## src/rtl/conv_seq_pkg.sv

```systemverilog
// Shared opcodes, state encoding and default sizes for the convolution sequencer.
// Optional watchdog build macro: CONV_SEQ_WDOG_EN.
package conv_seq_pkg;

  localparam int NB_IMAGE_DEF    = 10;
  localparam int SOP_CYCLES_DEF  = 4;
  localparam int WDOG_CYCLES_DEF = 1024;

  localparam logic [2:0] OP_NOP   = 3'd0;
  localparam logic [2:0] OP_LOAD  = 3'd1;
  localparam logic [2:0] OP_RUN   = 3'd2;
  localparam logic [2:0] OP_READ  = 3'd3;
  localparam logic [2:0] OP_ABORT = 3'd7;

  typedef enum logic [2:0] {
    ST_IDLE,
    ST_LOAD,
    ST_SOP,
    ST_WAIT_EOP,
    ST_READ
  } state_t;

  function automatic logic is_reserved(input logic [2:0] op);
    return (op == 3'd4) || (op == 3'd5) || (op == 3'd6);
  endfunction

endpackage

```

## src/rtl/conv_seq_wdog.sv

```systemverilog
// WAIT_EOP watchdog: counts cycles while enabled, flags expiry on the last one.
// Only instantiated when CONV_SEQ_WDOG_EN is defined.
module conv_seq_wdog
  import conv_seq_pkg::*;
#(
  parameter int WDOG_CYCLES = WDOG_CYCLES_DEF
) (
  input  logic clk,
  input  logic srst,
  input  logic en,
  output logic expire
);

  localparam int CW = $clog2(WDOG_CYCLES) + 1;

  logic [CW-1:0] cnt_reg;

  always_ff @(posedge clk) begin
    if (srst || !en) begin
      cnt_reg <= '0;
    end else if (!expire) begin
      cnt_reg <= cnt_reg + 1'b1;
    end
  end

  assign expire = en && (cnt_reg == CW'(WDOG_CYCLES - 1));

endmodule

```

## src/rtl/conv_sequencer.sv

```systemverilog
// Host-command sequencer for the convolution FSM: LOAD/READ word transfers, RUN with SoP/EoP.
// Define CONV_SEQ_WDOG_EN to add a watchdog on WAIT_EOP that reports via o_error.
module conv_sequencer
  import conv_seq_pkg::*;
#(
  parameter int NB_IMAGE    = NB_IMAGE_DEF,
  parameter int SOP_CYCLES  = SOP_CYCLES_DEF,
  parameter int WDOG_CYCLES = WDOG_CYCLES_DEF
) (
  input  logic                i_CLK,
  input  logic                i_reset,
  input  logic                i_cmdValid,
  input  logic [2:0]          i_cmd,
  input  logic [NB_IMAGE-1:0] i_imgLength,
  input  logic                i_dataValid,
  input  logic                i_EoP,
  input  logic                i_changeBlock,
  output logic                o_load,
  output logic                o_valid,
  output logic                o_SoP,
  output logic [NB_IMAGE-1:0] o_imgLength,
  output logic [NB_IMAGE-1:0] o_blockCnt,
  output logic                o_busy,
  output logic                o_done,
  output logic                o_cmdErr,
  output logic                o_error
);

  localparam int SW = $clog2(SOP_CYCLES) + 1;

  state_t              state_reg, state_next;
  logic [NB_IMAGE-1:0] cnt_reg, cnt_next;
  logic [NB_IMAGE-1:0] len_reg, len_next;
  logic [NB_IMAGE-1:0] blk_reg, blk_next;
  logic [SW-1:0]       sop_cnt_reg, sop_cnt_next;
  logic                done_pend_reg, done_pend_next;
  logic                load_reg, load_next;
  logic                valid_reg, valid_next;
  logic                sop_reg, sop_next;
  logic                busy_reg, busy_next;
  logic                done_reg, done_next;
  logic                cmderr_reg, cmderr_next;
  logic                error_next;
  logic                last_word;
  logic                abort;

  assign abort = i_cmdValid && (i_cmd == OP_ABORT);

`ifdef CONV_SEQ_WDOG_EN
  logic wdog_expire;
  logic error_reg;

  conv_seq_wdog #(
    .WDOG_CYCLES(WDOG_CYCLES)
  ) u_wdog (
    .clk   (i_CLK),
    .srst  (i_reset),
    .en    (state_reg == ST_WAIT_EOP),
    .expire(wdog_expire)
  );

  always_ff @(posedge i_CLK) begin
    if (i_reset) error_reg <= 1'b0;
    else         error_reg <= error_next;
  end
  assign o_error = error_reg;
`else
  assign o_error = 1'b0;
`endif

  always_comb begin
    state_next     = state_reg;
    cnt_next       = cnt_reg;
    len_next       = len_reg;
    blk_next       = blk_reg;
    sop_cnt_next   = sop_cnt_reg;
    done_pend_next = 1'b0;
    valid_next     = 1'b0;
    done_next      = done_pend_reg;
    cmderr_next    = 1'b0;
    error_next     = 1'b0;
    last_word      = 1'b0;

    if ((state_reg == ST_SOP || state_reg == ST_WAIT_EOP) && i_changeBlock && (blk_reg != '1))
      blk_next = blk_reg + 1'b1;

    case (state_reg)
      ST_IDLE: begin
        if (i_cmdValid) begin
          case (i_cmd)
            OP_LOAD: begin
              len_next   = i_imgLength;
              cnt_next   = '0;
              state_next = ST_LOAD;
            end
            OP_READ: begin
              len_next   = i_imgLength;
              cnt_next   = '0;
              state_next = ST_READ;
            end
            OP_RUN: begin
              blk_next     = '0;
              sop_cnt_next = '0;
              state_next   = ST_SOP;
            end
            default: ;
          endcase
        end
      end
      ST_LOAD, ST_READ: begin
        if (i_dataValid) begin
          valid_next = 1'b1;
          if (cnt_reg == len_reg) begin
            // o_done trails the final o_valid by one cycle
            state_next     = ST_IDLE;
            done_pend_next = 1'b1;
            last_word      = 1'b1;
          end else begin
            cnt_next = cnt_reg + 1'b1;
          end
        end
      end
      ST_SOP: begin
        if (sop_cnt_reg == SW'(SOP_CYCLES - 1)) state_next = ST_WAIT_EOP;
        else                                   sop_cnt_next = sop_cnt_reg + 1'b1;
      end
      ST_WAIT_EOP: begin
        if (i_EoP) begin
          state_next = ST_IDLE;
          done_next  = 1'b1;
        end
`ifdef CONV_SEQ_WDOG_EN
        else if (wdog_expire) begin
          state_next = ST_IDLE;
          error_next = 1'b1;
        end
`endif
      end
      default: state_next = ST_IDLE;
    endcase

    if (i_cmdValid && (is_reserved(i_cmd) ||
        (state_reg != ST_IDLE && (i_cmd == OP_LOAD || i_cmd == OP_RUN || i_cmd == OP_READ))))
      cmderr_next = 1'b1;

    if (abort) begin
      state_next     = ST_IDLE;
      valid_next     = 1'b0;
      done_pend_next = 1'b0;
      done_next      = 1'b0;
      error_next     = 1'b0;
      last_word      = 1'b0;
    end

    // keep o_load up alongside the final word of a LOAD
    load_next = (state_next == ST_LOAD) || ((state_reg == ST_LOAD) && last_word);
    sop_next  = (state_next == ST_SOP);
    busy_next = (state_next != ST_IDLE);
  end

  always_ff @(posedge i_CLK) begin
    if (i_reset) begin
      state_reg     <= ST_IDLE;
      cnt_reg       <= '0;
      len_reg       <= '0;
      blk_reg       <= '0;
      sop_cnt_reg   <= '0;
      done_pend_reg <= 1'b0;
      load_reg      <= 1'b0;
      valid_reg     <= 1'b0;
      sop_reg       <= 1'b0;
      busy_reg      <= 1'b0;
      done_reg      <= 1'b0;
      cmderr_reg    <= 1'b0;
    end else begin
      state_reg     <= state_next;
      cnt_reg       <= cnt_next;
      len_reg       <= len_next;
      blk_reg       <= blk_next;
      sop_cnt_reg   <= sop_cnt_next;
      done_pend_reg <= done_pend_next;
      load_reg      <= load_next;
      valid_reg     <= valid_next;
      sop_reg       <= sop_next;
      busy_reg      <= busy_next;
      done_reg      <= done_next;
      cmderr_reg    <= cmderr_next;
    end
  end

  assign o_load      = load_reg;
  assign o_valid     = valid_reg;
  assign o_SoP       = sop_reg;
  assign o_imgLength = len_reg;
  assign o_blockCnt  = blk_reg;
  assign o_busy      = busy_reg;
  assign o_done      = done_reg;
  assign o_cmdErr    = cmderr_reg;

endmodule

```

## config.mk

```make
export PLATFORM = sky130hd
export DESIGN_NAME = conv_sequencer
export DESIGN_NICKNAME = d
export VERILOG_FILES = /design/src/rtl/conv_seq_pkg.sv /design/src/rtl/conv_seq_wdog.sv /design/src/rtl/conv_sequencer.sv
export SDC_FILE = /design/constraint.sdc
export NUM_CORES = 1
export LEC_CHECK = 0
export ABC_AREA = 1
export CAP_MARGIN = 25
export CORE_MARGIN = 10
export CORE_UTILIZATION = 55
export DETAILED_ROUTE_END_ITERATION = 10
export PLACE_DENSITY = 0.82
export SLEW_MARGIN = 30
export SYNTH_ARGS = -nofsm -noshare
export SYNTH_HDL_FRONTEND = slang
export SYNTH_SLANG_ARGS = --single-unit
```

## constraint.sdc

```tcl
create_clock -name i_CLK -period 3.01 [get_ports i_CLK]
set_input_delay 0.602 -clock i_CLK [delete_from_list [all_inputs] [get_ports i_CLK]]
set_output_delay 0.602 -clock i_CLK [all_outputs]
set_load 0.01 [all_outputs]
```

# Yosys cells after proc, flatten, opt, wreduce, memory -nomap -nowiden
# Index checks and enable logic that the tools add are counted.
[word_totals]
latchBits = 0
output_inout_bits = 27
register_bits = 43
rom_bits = 0
word_cells = 92
input_bits = 19
n_memories = 0
mem_bits_rw = 0
[classes]
mux = 29
eq_ne = 22
n_reduce_logical = 25
multipliers = 0
n_shift = 0
magnitude_cmp = 0
div = 0
n_bitwise = 1
add_sub_neg = 3
[ops]
columns = ["cell", "count"]
rows = [
  ["10-bit two-way mux", 8],
  ["3-bit two-way mux", 9],
  ["10-bit by 1-bit adder with 10-bit output, second input constant", 2],
  ["10-bit case mux with 2 select lines", 1],
  ["3-bit by 2-bit equality test with 1-bit output, second input constant", 6],
  ["3-bit equality test, second input constant", 5],
  ["2-bit != test, second input constant", 6],
  ["3-bit case mux with 4 select lines", 1],
  ["10-bit equality test", 1],
  ["10-bit != test, second input constant", 1],
  ["3-bit by 1-bit equality test with 1-bit output, second input constant", 3],
  ["3-bit case mux with 3 select lines", 1],
  ["1-bit two-way mux", 8],
  ["1-bit logical OR", 7],
  ["1-bit logical AND", 6],
  ["3-bit case mux with 2 select lines", 1],
  ["3-bit nonzero test", 2],
  ["2-bit OR reduction", 3],
  ["5-bit AND reduction", 1],
  ["4-bit AND reduction", 1],
  ["2-bit nonzero test", 2],
  ["3-bit by 1-bit adder with 3-bit output, second input constant", 1],
  ["3-bit logical NOT", 1],
  ["3-bit AND reduction", 1],
  ["2 further kinds", 2],
]

# Longest topological paths before layout
# Gate-level depths: netlist of the first run.
[depth]
ltp_word = 8
ltp_mapped = 13
depth_no_buf = 13

# Worst setup path after synthesis of the first run
# Ideal clock, no wire load.
[synth_timing]
path_kind = "in2reg"
start = "in i_cmd[0]"
end = "reg cnt_reg[4]"
n_path_buf = 1
cell_stages = 10
setup_ps = 114
path_slack_ps = 1431
arrival_ps = 1465
t_required_ps = 2896
path_cell_list = "inv_1 -> nor2_1 -> nand2_4 -> a21oi_4 -> nand2_4 -> nand2_4 -> buf_12 -> nand2_2 -> nand2_1 -> nor2_1"
[synth_via]
elab_chain_cells = 4
word_cells_on_any_way = 5
[synth_lines]
columns = ["item", "line_no", "text"]
rows = [
  ["start: declaration", "conv_sequencer.sv:13", "input logic [2:0] i_cmd,"],
  ["3-bit by 1-bit equality test with 1-bit output or 3-bit by 2-bit equality test with 1-bit output (tied branches)", "conv_sequencer.sv:90", "case (i_cmd)"],
  ["2-bit OR reduction (no line) *", "n/a", ""],
  ["2-bit != test (no line) *", "n/a", ""],
  ["5-bit AND reduction (no line) *", "n/a", ""],
  ["end signal: assignment", "conv_sequencer.sv:177", "cnt_reg <= cnt_next;"],
  ["end: declaration", "conv_sequencer.sv:32", "logic [NB_IMAGE-1:0] cnt_reg, cnt_next;"],
]
# Every way passes the cells marked *; elsewhere a longest branch is shown, timed or not.
# A chain may end at the register's enable or synchronous reset.

# Worst setup path in the final report of the first run
[layout_timing]
start = "in i_cmd[0]"
end = "reg cnt_reg[5]"
# Same word-level chain as after synthesis.

==> results.md, run 1 <==
- Status: finished clean
- Post_cts resized: 0
- Sink Count: 43
- Vias in the first global route: 2,027
- Switching share of power: 0.253
- Cell area after synthesis: 2260 um^2
- Detailed-route DRC error count: 0
- Iteration-0 DRC Markers: 95
- Max cap viols: 0
- Biggest area consumer among synthesized cells: dfxtp_1
- I/O pin count: 46
- Initial Util: 0.565
- Crit. End Element: flip-flop
- Largest net degree at the start of global routing: 25
- Worst-path fanout max: 24
- Worst Path Required: 3.20 ns
- Final setup viols: 0
- Worst path arrival time: 2.26 ns
- Die area: 7080 um^2
- HPWL Detailed: 3960 um
- Fmax: 482 MHz
- Top FF cell, synth: dfxtp_1
- Vias per cell: 5.15
- Sum of negative setup slack: 0 ns
- Setup WS pre-CTS: 0.637 ns
- CP Launch Type: input port
- Final Net Count: 382
- # port buffers: 44
- # Post-CTS Setup Buffers: 0
- Fin. max-slew vios: 0
- Core Area: 4000 um^2
- Syn nets: 337
- Post-synth EDFFs: 0
- Synthesized flop and latch total: 43
- Period utilisation layout: 0.689
- Overflow after GRT: 0
- Pleak: 0.00112 uW
- Core Rows: 23
- Ratio of cells with drive above 1 in the final layout: 0.108
- Share of the synthesized area in the top cell type: 0.381
- Initial antenna violation count: 0
- Root Driver: clkbuf_8
- Synth Instances: 314
- Total power: 1160 uW
- CTS tree: built
- P&R area growth vs syn: 24.6%
- VDD IR-drop max: 0.000235 V
- Worst clock skew: 0.00575 ns
- Hold buffer count at CTS: 0
- Number of nets with antenna violations after routing: 0
- Register share of total power: 0.513
- Max-slew headroom: 0.632
- Unrepaired setup endpoints after global routing: no
- Logic pwr share: 0.140
- NetSw: 293 uW
- Syn Area/Cell: 7.20 um^2
- Async S/R FF share, synth: 0
- Per-cell routed wire length: 12.8 um
- Clk_lat worst skew: 0.30 ns
- Clk buf depth: 2
- Final hold vios: 0
- Leading cell types in the layout, fill and taps excluded: 56 x nor2_1, 52 x nand2_1, 44 x clkdlybuf4s50_1
- Pre-antenna DRT Iters: 4
- CTS H-tree depth: 2
- Fin crit period: 2.07 ns
- Clk slew on worst S/H paths: 0.07 ns
- Critical path class: in2reg
- Antenna cells: 0
- TritonCTS Buffers: 5
- Sequential share of the synthesized area: 0.381
- Vias: 2,111
- DRT Wirelength: 5260 um
- Power Density: 411 nW/um^2
- Die height: 84.1 um
- Fill count: 346
- Cell internal pwr: 864 uW
- Most common cell after layout, fill and taps aside: nor2_1
- PnR worst setup slack: 0.937 ns
- Global Route Usage Sum: 0.150
- Count of different cell masters after synthesis: 36
- First-pass GRT wire length: 9030 um
- Pin slew with the least headroom to its limit: 0.547 ns
- Die Wd: 84.1 um
- Clock Power Share: 0.347
- Worst min path class: reg2reg
- RePlAce Congestion: 0.902
- Top cells by area, synth: dfxtp_1 38%, nor2_1 9.3%, nand2_1 8.6%
- Yosys warning count: 0
==> path summary, 6_finish.rpt <==
| kind | cells past startpoint | slack [ns] | from | end |
|---|---|---|---|---|
| min | 2 | 0.45 | done_pend_reg | o_done |
| min reg2reg | 2 | 0.45 | done_pend_reg | o_done |
| max | 10 | 0.94 | i_cmd[0] | cnt_reg[5] |
| max reg2reg | 10 | 1.23 | state_reg[0] | cnt_reg[5] |
==> through the flow <==
step,utilization,std cells,area [um^2],hold slack (ns)
floorplan,-,314,2260,0.418
global placement,0.679,402,2720,0.435
detailed placement,0.679,402,2720,0.430
CTS,0.704,410,2820,0.448
global route,0.704,410,2820,0.478
finish,0.704,410,2820,0.451
==> cell type report <==
cell class | count | area [um^2] | area share
clock buffers | 8 | 100 | 0.0355
inverters | 41 | 154 | 0.0546
multi-input cells | 223 | 1190 | 0.423
flip-flops and latches | 43 | 861 | 0.306
well taps | 50 | 62.6 | 0.0222
repair buffers | 45 | 448 | 0.159
==> critical path: stages <==
cell and delay [ns]:
clkdlybuf4s50_1 0.47, inv_1 0.07, nor2_1 0.17, nand2_4 0.21, a21oi_4 0.20, nand2_4 0.10, nand2_4 0.16, nand2_1 0.10
nor2_1 0.11, nor2_1 0.06
==> per-layer routing <==
metal	share of wire	global-route usage	routed length, um	up-vias
met5	0	0	0	-
met4	0.014	0.0761	74	0
met3	0.069	0.0459	365	12
li1	-	-	-	1088
met2	0.47	0.246	2490	59
met1	0.44	0.171	2330	952
==> cell families after synthesis <==
logic type,synth area share
AOI/OAI and AO/OA,0.123
xor gates and xnor gates,0.0465
adders and majority gates,0.0221
buffers and inverters,0.0924
DFF,0.381
other,0.00166
and+or+nand+nor,0.334
==> power groups by stage <==
stage / registers (uW) / clock network, uW / logic, uW
2_1_floorplan: 611 / 0 / 96.7
3_3_place_gp: 606 / 0 / 159
6_report: 593 / 402 / 162
4_1_cts: 593 / 410 / 163
3_5_place_dp: 606 / 0 / 162
5_1_grt: 596 / 431 / 179
==> synthesized netlist by cell type, types with 5 or more instances <==
| cell | n |
|---|---|
| inv_1 | 37 |
| nand3_2 | 5 |
| o21ai_0 | 15 |
| nand3_1 | 18 |
| a21oi_2 | 8 |
| xor2_1 | 6 |
| nand2_2 | 6 |
| nor2_1 | 56 |
| dfxtp_1 | 43 |
| nor3_1 | 9 |
| xnor2_1 | 6 |
| nand2_1 | 52 |
| a21oi_1 | 14 |
Power figures use the tool's default switching activity.
==> run 2, diff against run 1 <==
- CORE_UTILIZATION: 55 -> 46
- PLACE_DENSITY: 0.82 -> 0.73
- clock period: 3.01 -> 1.65 ns (I/O delays scaled with it)
==> results.md, run 2 (synthesis results as in run 1) <==
- Crit. End Element: primary output
- Clk_lat worst skew: 0.30 ns (about the same)
- Final Util: 0.653 (-0.0507)
- Final Net Count: 409 (+7.1%)
- PnR worst setup slack: 0.0801 ns (-0.857 ns)
- Die Wd: 90.1 um (+7.1%)
- Worst path arrival time: 1.24 ns (-1.02 ns)
- Largest net degree at the start of global routing: 16 (-36%)
- HPWL Detailed: 4470 um (+13%)
- Overflow after GRT: 0 (unchanged)
- Die height: 90.1 um (+7.1%)
- Die area: 8120 um^2 (+15%)
- R2r startpoint: cnt_reg[1]
- Worst Path Required: 1.32 ns (-1.88 ns)
- Pre-antenna DRT Iters: 4 (unchanged)
- VDD IR-drop max: 0.000460 V (+96%)
- Fill count: 445 (+29%)
- Worst clock skew: 0.00958 ns (+0.00383 ns)
- Leading cell types in the layout, fill and taps excluded: 54 x nor2_1, 51 x nand2_1, 43 x clkdlybuf4s50_1
- Antenna cells: 0 (unchanged)
- Status: finished clean
- Vias in the first global route: 2,161 (+6.6%)
- Slowest CP cell: clkdlybuf4s50_1
- Initial Util: 0.476 (-0.0897)
- Core Rows: 25 (+8.7%)
- Initial antenna violation count: 0 (unchanged)
- Logic pwr share: 0.151 (+0.011)
- WHS Endpoint: o_done
- CP max stage delay: 0.56 ns (+0.09 ns)
- Placed cell areas: 2970 um^2 (+9.2%)
- Final Cell Area: 3110 um^2 (+10%)
- Total power: 2270 uW (+96%)
- Max cap viols: 0 (unchanged)
- DRT Wirelength: 5560 um (+5.8%)
- Core Area: 4750 um^2 (+19%)
- Period utilisation layout: 0.951
- Switching share of power: 0.256 (+0.00255)
- Ratio of cells with drive above 1 in the final layout: 0.217 (+0.109)
- Reg2reg path depth: 11 (+1)
- Slack of the worst reg-to-reg path: 0.10 ns (-1.13 ns)
- Unrepaired setup endpoints after global routing: yes
- Setup WS pre-CTS: -0.212 ns (-0.849 ns)
- Clk slew on worst S/H paths: 0.09 ns (+0.02 ns)
- Pleak: 0.00128 uW (+14%)
- Final hold vios: 0 (unchanged)
- CTS tree: built
- Power Density: 730 nW/um^2 (+78%)
- RePlAce Congestion: 0.853 (-5.5%)
- Fin crit period: 1.57 ns
- NetSw: 581 uW (+98%)
- Reg2reg end: o_busy
- Hold wc startpoint: done_pend_reg
- Fmax: 637 MHz
- Vias per cell: 4.75 (-7.7%)
- Most common cell after layout, fill and taps aside: nor2_1
- CP cell instances: clkdlybuf4s50_1
- Worst-path fanout max: 3 (-88%)
- CTS H-tree depth: 2 (unchanged)
- Root Driver: clkbuf_8
- Clk buf depth: 2 (unchanged)
- Clock Power Share: 0.373 (+0.026)
- Critical path class: reg2out
- Detailed-route DRC error count: 0 (unchanged)
- # Post-CTS Setup Buffers: 0 (unchanged)
- Final setup viols: 0 (unchanged)
- Number of nets with antenna violations after routing: 0 (unchanged)
- Vias: 2,157 (+2.2%)
- First-pass GRT wire length: 9870 um (+9.4%)
- # port buffers: 44 (unchanged)
- Cell internal pwr: 1690 uW (+95%)
- Worst min path class: reg2reg
- CP Launch Type: flip-flop
- Iteration-0 DRC Markers: 100 (+5.3%)
- CP delay by family, top: buffers and inverters
- Global Route Usage Sum: 0.141 (-0.00847)
- Fin. max-slew vios: 0 (unchanged)
- Hold buffer count at CTS: 0 (unchanged)
- Hold Crit Depth: 2 (unchanged)
- Register share of total power: 0.477 (-0.036)
- Worst path bufs/invs: 1 (-1)
- I/O pin count: 46 (unchanged)
- Per-cell routed wire length: 12.3 um (-4.4%)
- P&R area growth vs syn: 37.4%
- Sink Count: 43 (unchanged)
- TritonCTS Buffers: 5 (unchanged)
[run 2: cell type report]
cell class / count / area (um^2) / share of cell area
multi-input combinational: 223 / 1200 / 0.387
sequential: 43 / 875 / 0.282
timing repair buffer: 72 / 674 / 0.217
inverter: 41 / 154 / 0.0495
tap: 67 / 83.8 / 0.0270
clock buffer: 5 / 68.8 / 0.0222
clock inverter: 3 / 47.5 / 0.0153
[run 2: worst register-to-register path: stages, from the launching register on]
cell	delay (ns)
dfxtp_2	0.38
inv_1	0.07
nand2_1	0.07
nand2_1	0.06
nor2_1	0.10
nand2_1	0.09
nor2_2	0.13
nand3_1	0.16
nand2_1	0.12
nand2_1	0.09
nor2_1	0.11
a21oi_1	0.08
[run 2: worst max-delay path by stage]
stage,slack [ns],start,to,cells after the start
floorplan,0.22,o_blockCnt[1],o_blockCnt[8],10
global placement,-0.18,i_cmd[0],cnt_reg[5],10
detailed placement,-0.21,i_cmd[0],cnt_reg[5],10
CTS,0.02,o_blockCnt[5],o_blockCnt[5],1
global route,-0.02,cnt_reg[0],o_busy,11
finish,0.08,o_blockCnt[4],o_blockCnt[4],1
[run 2: per-stage QoR]
stage	hold WS (ns)	std cells	setup TNS [ns]
floorplan	0.418	314	0
global placement	0.440	446	-2.61
detailed placement	0.436	446	-3.22
CTS	0.458	454	0
global route	0.471	454	-0.0177
finish	0.455	454	0
[run 2: layer usage]
layer / share of wire / GRT usage / vias up
li1: - / - / 1147
met1: 0.45 / 0.165 / 960
met2: 0.49 / 0.241 / 42
met3: 0.050 / 0.0466 / 8
met4: 0.010 / 0.0385 / 0
met5: 0 / 0 / -
[run 2: power groups by stage]
stage | Combinational, uW | Clock, uW | Sequential, uW
CTS | 344 | 875 | 1080
global route | 378 | 920 | 1090
detailed placement | 342 | 0 | 1110
floorplan | 176 | 0 | 1110
finish | 342 | 846 | 1080
global placement | 337 | 0 | 1110
[run 2: timing repair]
action                                 in CTS  in global routing
setup endpoints to repair                   1                 24
cloned                                      0                  0
endpoints found under the hold margin       0                  0
gates resized for setup                     1                 17
